===== src/rtl/sift_pkg.sv =====
// Shared SIFT definitions: DoG writer state encoding, pixel-address width
// helper (so read and write sides agree), and default image constants.
package sift_pkg;

  localparam int unsigned SIFT_DIMENSION = 4;
  localparam int unsigned SIFT_BIT_DEPTH = 9;

  typedef enum logic [1:0] {
    IDLE   = 2'd0,
    READ   = 2'd1,
    DRAIN  = 2'd2,
    FINISH = 2'd3
  } dog_state_t;

  // Address width for a square DIMENSION x DIMENSION image, at least 1 bit.
  function automatic int unsigned pix_addr_width(input int unsigned dim);
    return (dim * dim > 1) ? $clog2(dim * dim) : 1;
  endfunction

endpackage


===== src/rtl/dog_subtract.sv =====
// Registered signed subtractor: o_diff = minuend - subtractor on zero-extended
// unsigned inputs. Optional feature macro DOG_THRESHOLD_EN: differences with
// magnitude below ABS_CONTRAST_THRESHOLD are written as zero.
module dog_subtract #(
  parameter int unsigned IN_DEPTH               = 8,
  parameter int unsigned BIT_DEPTH              = 9,
  parameter int unsigned ABS_CONTRAST_THRESHOLD = 4
) (
  input  logic                        clk,
  input  logic                        rst_in,
  input  logic                        i_valid,
  input  logic [IN_DEPTH-1:0]         i_minuend,
  input  logic [IN_DEPTH-1:0]         i_subtrahend,
  output logic signed [BIT_DEPTH-1:0] o_diff
);

`ifdef DOG_THRESHOLD_EN
  localparam bit THRESH_EN = 1'b1;
`else
  localparam bit THRESH_EN = 1'b0;
`endif

  localparam int unsigned WW = BIT_DEPTH + 1;

  logic signed [BIT_DEPTH-1:0] w_raw;
  logic [WW-1:0]               w_abs;
  logic                        w_small;
  logic signed [BIT_DEPTH-1:0] w_diff;

  // Difference, magnitude and optional low-contrast suppression
  always_comb begin
    w_raw   = $signed({1'b0, i_minuend}) - $signed({1'b0, i_subtrahend});
    w_abs   = w_raw[BIT_DEPTH-1] ? (WW'(0) - {1'b1, w_raw}) : {1'b0, w_raw};
    w_small = (w_abs < WW'(ABS_CONTRAST_THRESHOLD));
    w_diff  = (THRESH_EN && w_small) ? '0 : w_raw;
  end

  // Capture the difference when the source data is valid
  always_ff @(posedge clk) begin
    if (rst_in) begin
      o_diff <= '0;
    end else if (i_valid) begin
      o_diff <= w_diff;
    end
  end

endmodule


===== src/rtl/dog_writer.sv =====
// DoG writer: streams G0/G1/G2 through one shared read address and writes
// G1-G0 and G2-G1 into two signed DoG BRAMs, one pixel per cycle.
// Optional feature macro DOG_THRESHOLD_EN (handled in dog_subtract).
module dog_writer
  import sift_pkg::*;
#(
  parameter int unsigned DIMENSION              = SIFT_DIMENSION,
  parameter int unsigned IN_DEPTH               = 8,
  parameter int unsigned BIT_DEPTH              = SIFT_BIT_DEPTH,
  parameter int unsigned READ_LATENCY           = 2,
  parameter int unsigned ABS_CONTRAST_THRESHOLD = 4
) (
  input  logic                                     clk,
  input  logic                                     rst_in,
  input  logic                                     start,
  output logic [pix_addr_width(DIMENSION)-1:0]     gauss_address,
  input  logic [IN_DEPTH-1:0]                      gauss0_data,
  input  logic [IN_DEPTH-1:0]                      gauss1_data,
  input  logic [IN_DEPTH-1:0]                      gauss2_data,
  output logic [pix_addr_width(DIMENSION)-1:0]     first_address,
  output logic signed [BIT_DEPTH-1:0]              first_data,
  output logic                                     first_we,
  output logic [pix_addr_width(DIMENSION)-1:0]     second_address,
  output logic signed [BIT_DEPTH-1:0]              second_data,
  output logic                                     second_we,
  output logic                                     busy,
  output logic                                     done
);

  localparam int unsigned N  = DIMENSION * DIMENSION;
  localparam int unsigned AW = pix_addr_width(DIMENSION);
  localparam logic [AW-1:0] LAST_ADDR = AW'(N - 1);

  dog_state_t             r_state;
  logic [READ_LATENCY-1:0] r_vpipe;
  logic [AW-1:0]           r_apipe [READ_LATENCY];
  logic                    r_we;
  logic [AW-1:0]           r_wr_addr;

  logic                    w_exit_valid;
  logic [AW-1:0]           w_exit_addr;
  logic                    w_pipe_empty;

  assign w_exit_valid = r_vpipe[READ_LATENCY-1];
  assign w_exit_addr  = r_apipe[READ_LATENCY-1];
  assign w_pipe_empty = (r_vpipe == '0);

  // Control FSM: address sequencing, busy and the done pulse
  always_ff @(posedge clk) begin
    if (rst_in) begin
      r_state       <= IDLE;
      gauss_address <= '0;
      busy          <= 1'b0;
      done          <= 1'b0;
    end else begin
      done <= 1'b0;
      case (r_state)
        IDLE: begin
          if (start) begin
            gauss_address <= '0;
            busy          <= 1'b1;
            r_state       <= READ;
          end
        end
        READ: begin
          if (gauss_address == LAST_ADDR) begin
            r_state <= DRAIN;
          end else begin
            gauss_address <= gauss_address + 1'b1;
          end
        end
        DRAIN: begin
          // Pipe empty with a write on the ports means the last pixel is out
          if (w_pipe_empty && r_we) begin
            done    <= 1'b1;
            busy    <= 1'b0;
            r_state <= FINISH;
          end
        end
        FINISH: begin
          r_state <= IDLE;
        end
        default: begin
          r_state <= IDLE;
        end
      endcase
    end
  end

  // Valid/address shift register matching the source BRAM read latency
  always_ff @(posedge clk) begin
    if (rst_in) begin
      r_vpipe <= '0;
      for (int unsigned i = 0; i < READ_LATENCY; i++) begin
        r_apipe[i] <= '0;
      end
    end else begin
      r_vpipe[0] <= (r_state == READ);
      r_apipe[0] <= gauss_address;
      for (int unsigned i = 1; i < READ_LATENCY; i++) begin
        r_vpipe[i] <= r_vpipe[i-1];
        r_apipe[i] <= r_apipe[i-1];
      end
    end
  end

  // Write strobe and address, aligned with the registered differences
  always_ff @(posedge clk) begin
    if (rst_in) begin
      r_we      <= 1'b0;
      r_wr_addr <= '0;
    end else begin
      r_we <= w_exit_valid;
      if (w_exit_valid) begin
        r_wr_addr <= w_exit_addr;
      end
    end
  end

  assign first_we       = r_we;
  assign second_we      = r_we;
  assign first_address  = r_wr_addr;
  assign second_address = r_wr_addr;

  dog_subtract #(
    .IN_DEPTH              (IN_DEPTH),
    .BIT_DEPTH             (BIT_DEPTH),
    .ABS_CONTRAST_THRESHOLD(ABS_CONTRAST_THRESHOLD)
  ) u_first (
    .clk         (clk),
    .rst_in      (rst_in),
    .i_valid     (w_exit_valid),
    .i_minuend   (gauss1_data),
    .i_subtrahend(gauss0_data),
    .o_diff      (first_data)
  );

  dog_subtract #(
    .IN_DEPTH              (IN_DEPTH),
    .BIT_DEPTH             (BIT_DEPTH),
    .ABS_CONTRAST_THRESHOLD(ABS_CONTRAST_THRESHOLD)
  ) u_second (
    .clk         (clk),
    .rst_in      (rst_in),
    .i_valid     (w_exit_valid),
    .i_minuend   (gauss2_data),
    .i_subtrahend(gauss1_data),
    .o_diff      (second_data)
  );

endmodule


===== config.mk =====
export PLATFORM = sky130hd
export DESIGN_NAME = dog_writer
export DESIGN_NICKNAME = d
export VERILOG_FILES = /design/src/rtl/sift_pkg.sv /design/src/rtl/dog_subtract.sv /design/src/rtl/dog_writer.sv
export SDC_FILE = /design/constraint.sdc
export NUM_CORES = 1
export LEC_CHECK = 0
export CAP_MARGIN = 25
export CORE_UTILIZATION = 25
export CTS_CLUSTER_DIAMETER = 60
export DETAILED_ROUTE_END_ITERATION = 7
export SETUP_SLACK_MARGIN = 0.15
export SYNTH_ARGS = -nofsm -noshare
export SYNTH_HDL_FRONTEND = slang
export SYNTH_SLANG_ARGS = --single-unit

===== constraint.sdc =====
create_clock -name clk -period 2 [get_ports clk]
set_input_delay 0.4 -clock clk [delete_from_list [all_inputs] [get_ports clk]]
set_output_delay 0.4 -clock clk [all_outputs]
set_load 0.03 [all_outputs]

==> impl_metrics.tcl <==
set metrics [dict create \
    detailedRoute.firstIterationViolations 58 \
    slew_violations 0 \
    wire_per_inst_um 12.43 \
    first_pass_iters 5 \
    htreeDepth 2 \
    synth_cell_types 37 \
    grt_max_degree 33 \
    max_cap_violations 0 \
    vias_per_cell 4.512 \
    synth_simple_gate_area_share_pct 18.22 \
    synth.mux.area_fraction_pct 5.075 \
    post-route-min-period_ns 1.800 \
    fin_nets 368 \
    timing.slew.headroom_pct 64.85 \
    die_w_um 95.16 \
    synth_compound_area_share_pct 15.11 \
    grt_remaining_overflow 0 \
    syn_area_per_cell_um2 8.928 \
    vdd_drop_max_mv 0.2998 \
    synth_xor_area_share_pct 2.422 \
    clkLatencyLatePin_ns 0.29 \
    grt_pass1_vias 1854 \
    synth_area_um2 2170 \
    yosysSeqAreaShare_pct 37.83 \
    yosys.area.top_type "dfxtp_1" \
    tightest_slew_ns 0.5273 \
    drc 0 \
    vias 1913 \
    synth_top_family_by_area "simple AND/OR/NAND/NOR gates" \
    dieArea_um2 9054 \
    ys_warn_count 0 \
    hpwl_um 3918 \
    ant_nets 0 \
    rsz0062_at_grt "true" \
    worst-path-buf-inv 2 \
    antenna_found_initial 0 \
    initial_core_util_pct 26.14 \
    setup_viol 0 \
    worstHoldPathType "reg -> reg" \
    slowest_stage "or3_1" \
    synth_fa_ha_area_share_pct 13.96 \
    worstPathRequired_ns 2.19 \
    cts_tree "built" \
    dp_slack_ns -0.4736 \
    synthCells 243 \
    cts_hold_buffers 0 \
    worstPathArrival_ns 1.99 \
    ios 61 \
    diodes 0 \
    status "complete, no violations" \
    clk_pin_slew_worst_paths_ns 0.08 \
    finalCritPeriodShare_pct 89.99 \
    synth-seq-cells 41 \
    max_freq_mhz 555.6 \
    crit_chain "buf_2 -> inv_2 -> ha_4 -> fa_2 -> nor2b_4 -> o31a_1 -> o21a_1 -> or3_1 -> a32o_1" \
    powerDensity_nw_per_um2 812.3 \
    num_rows 33 \
    grtUsageTotal_pct 12.41 \
    power.static_leakage_nw 1.426 \
    final_layout_size_suffix_gt1_share_pct 17.55 \
    grt_pass1_wl_um 8611 \
    finalSetupTns_ns 0 \
    finalWirelength_um 5269 \
    routabilityCongestion 0.7996 \
    cp_top_family "compound AO/OA/AOI/OAI gates" \
    core_um2 8299 \
    areaGrowthSynthToFinish_pct 47.00 \
    portBuffers 60 \
    critPathLaunchType "input pin" \
    max_stage_delay_ns 0.34 \
    cts_num_sinks 41 \
    synth_area_leaders "dfxtp_1 (38%), ha_1 (12%), nor2_1 (5.2%)" \
    numCtsBuffers 5 \
    synth_fp_nets 293 \
    fin_skew_ns 0.005013 \
    fin_ws_ns 0.2001 \
    synth_top_area_share_pct 37.83 \
    cts-root-buf "clkbuf_8" \
    critical_path.max_fanout 2 \
    cts_max_path_buffers 2 \
    setup.worst_path.class "in -> reg" \
    end_kind "flip-flop" \
    hold_viol 0 \
    die_h_um 95.16 \
]
==> final timing paths <==
| path | endpoint | startpoint | slack, ns | cells past startpoint |
|---|---|---|---|---|
| worst max-delay path | u_first.o_diff[6]$_SDFFE_PP0P_ | gauss1_data[0] | 0.20 | 9 |
| worst max register to register | r_state[1]$_SDFFE_PP0P_ | r_state[0]$_SDFFE_PP0P_ | 0.32 | 5 |
| worst min register to register | r_apipe[1][0]$_SDFF_PP0_ | r_apipe[0][0]$_SDFF_PP0_ | 0.44 | 1 |
| worst min-delay path | r_apipe[1][0]$_SDFF_PP0_ | r_apipe[0][0]$_SDFF_PP0_ | 0.44 | 1 |
==> sequential cells by signal, summed over array words and instances (netlist names) <==
register / count
first_address: 4
busy: 1
r_apipe: 8
gauss_address: 4
u_first.o_diff: 9
r_state: 2
done: 1
first_we: 1
u_second.o_diff: 9
r_vpipe: 2
==> where the power goes <==
| part | leakage [nW] | internal [mW] | switching [mW] | total, mW |
|---|---|---|---|---|
| Sequential | 0.332 | 0.905 | 0.0601 | 0.965 |
| Clock | 0.0574 | 0.406 | 0.303 | 0.709 |
| Combinational | 1.04 | 0.424 | 0.492 | 0.917 |
| Total | 1.43 | 1.73 | 0.856 | 2.59 |
==> metrics by stage <==
step                      utilization, %  instances  total power, mW  area [µm²]  hold WS, ns
final                              38.43        424            2.591        3189       0.4414
after detailed placement           36.29        415            1.897        3012       0.4268
after global routing               38.43        424            2.758        3189       0.4524
after global placement             36.29        415            1.872        3012       0.4191
after floorplan                        -        243            1.551        2200       0.4138
after CTS                          38.47        424            2.638        3193       0.4453
==> synth_stat cells <==
| master | instances |
|---|---|
| nand2b_1 | 2 |
| nor2b_1 | 10 |
| a21o_1 | 2 |
| nor3b_1 | 7 |
| mux2i_1 | 11 |
| buf_1 | 2 |
| buf_2 | 2 |
| a222oi_1 | 1 |
| a211oi_1 | 5 |
| a21oi_1 | 11 |
| a211o_1 | 4 |
| o21bai_1 | 1 |
| o31ai_1 | 2 |
| dfxtp_1 | 41 |
| nor2_1 | 30 |
| nor3_1 | 2 |
| ha_1 | 21 |
| inv_1 | 24 |
| xnor2_1 | 3 |
| nand3b_1 | 1 |
| o21a_1 | 4 |
| buf_4 | 5 |
| nor2b_4 | 2 |
| nand2_1 | 14 |
| a31oi_1 | 2 |
| nor4b_1 | 2 |
| o21ai_0 | 9 |
| a32o_1 | 2 |
| o31a_1 | 2 |
| clkbuf_1 | 4 |
| xor2_1 | 3 |
| nand3_1 | 3 |
| o211ai_1 | 1 |
| or3_1 | 3 |
| nand4_1 | 1 |
| o211a_1 | 2 |
| fa_1 | 2 |
==> cell usage in the layout, fill, tap and decap left out, types with 3 or more instances in the layout <==
cell type         n
o21a_1            4
nor3b_1           7
dfxtp_1          41
mux2i_1          11
or3_1             3
nor2_1           30
inv_2             9
dlygate4sd2_1     7
a21oi_1          11
nand3_1           3
xnor2_1           3
clkdlybuf4s15_1   3
a211oi_1          5
inv_1            15
ha_4              7
a211o_1           4
clkdlybuf4s50_1  39
nor2b_1          10
clkbuf_8          6
ha_1             14
buf_2             3
o21ai_0           8
dlymetal6s2s_1    5
buf_4            19
xor2_1            3
clkbuf_2          3
nand2_1          14
==> layer usage <==
| metal | up-vias | track usage, % | routed length, µm |
|---|---|---|---|
| met2 | 55 | 20.12 | 2388 |
| met1 | 874 | 16.05 | 2525 |
| met4 | 0 | 3.409 | 47 |
| li1 | 976 | - | - |
| met5 | - | 0 | 0 |
| met3 | 8 | 3.429 | 308 |
==> kinds of logic after synthesis <==
group	Yosys count
DFF	41
buffers and inverters	37
adders and majority gates	23
muxes	11
AOI/OAI and AO/OA	48
xor gates and xnor gates	6
and+or+nand+nor	77
==> area by class of cell <==
type | count | area [µm²]
Inverter | 24 | 90.09
Tap cell | 105 | 131.4
Timing Repair Buffer | 81 | 739.5
Sequential cell | 41 | 820.8
Clock buffer | 6 | 82.58
Multi-Input combinational cell | 165 | 1287
Fill cell | 861 | 5110
Clock inverter | 2 | 37.54
==> timing repair <==
item,in CTS,in global routing
pin swaps,13,11
buffers inserted,1,0
resized for setup,44,14
setup endpoints to repair,11,8
No activity file was read; power rests on OpenSTA's default activity.
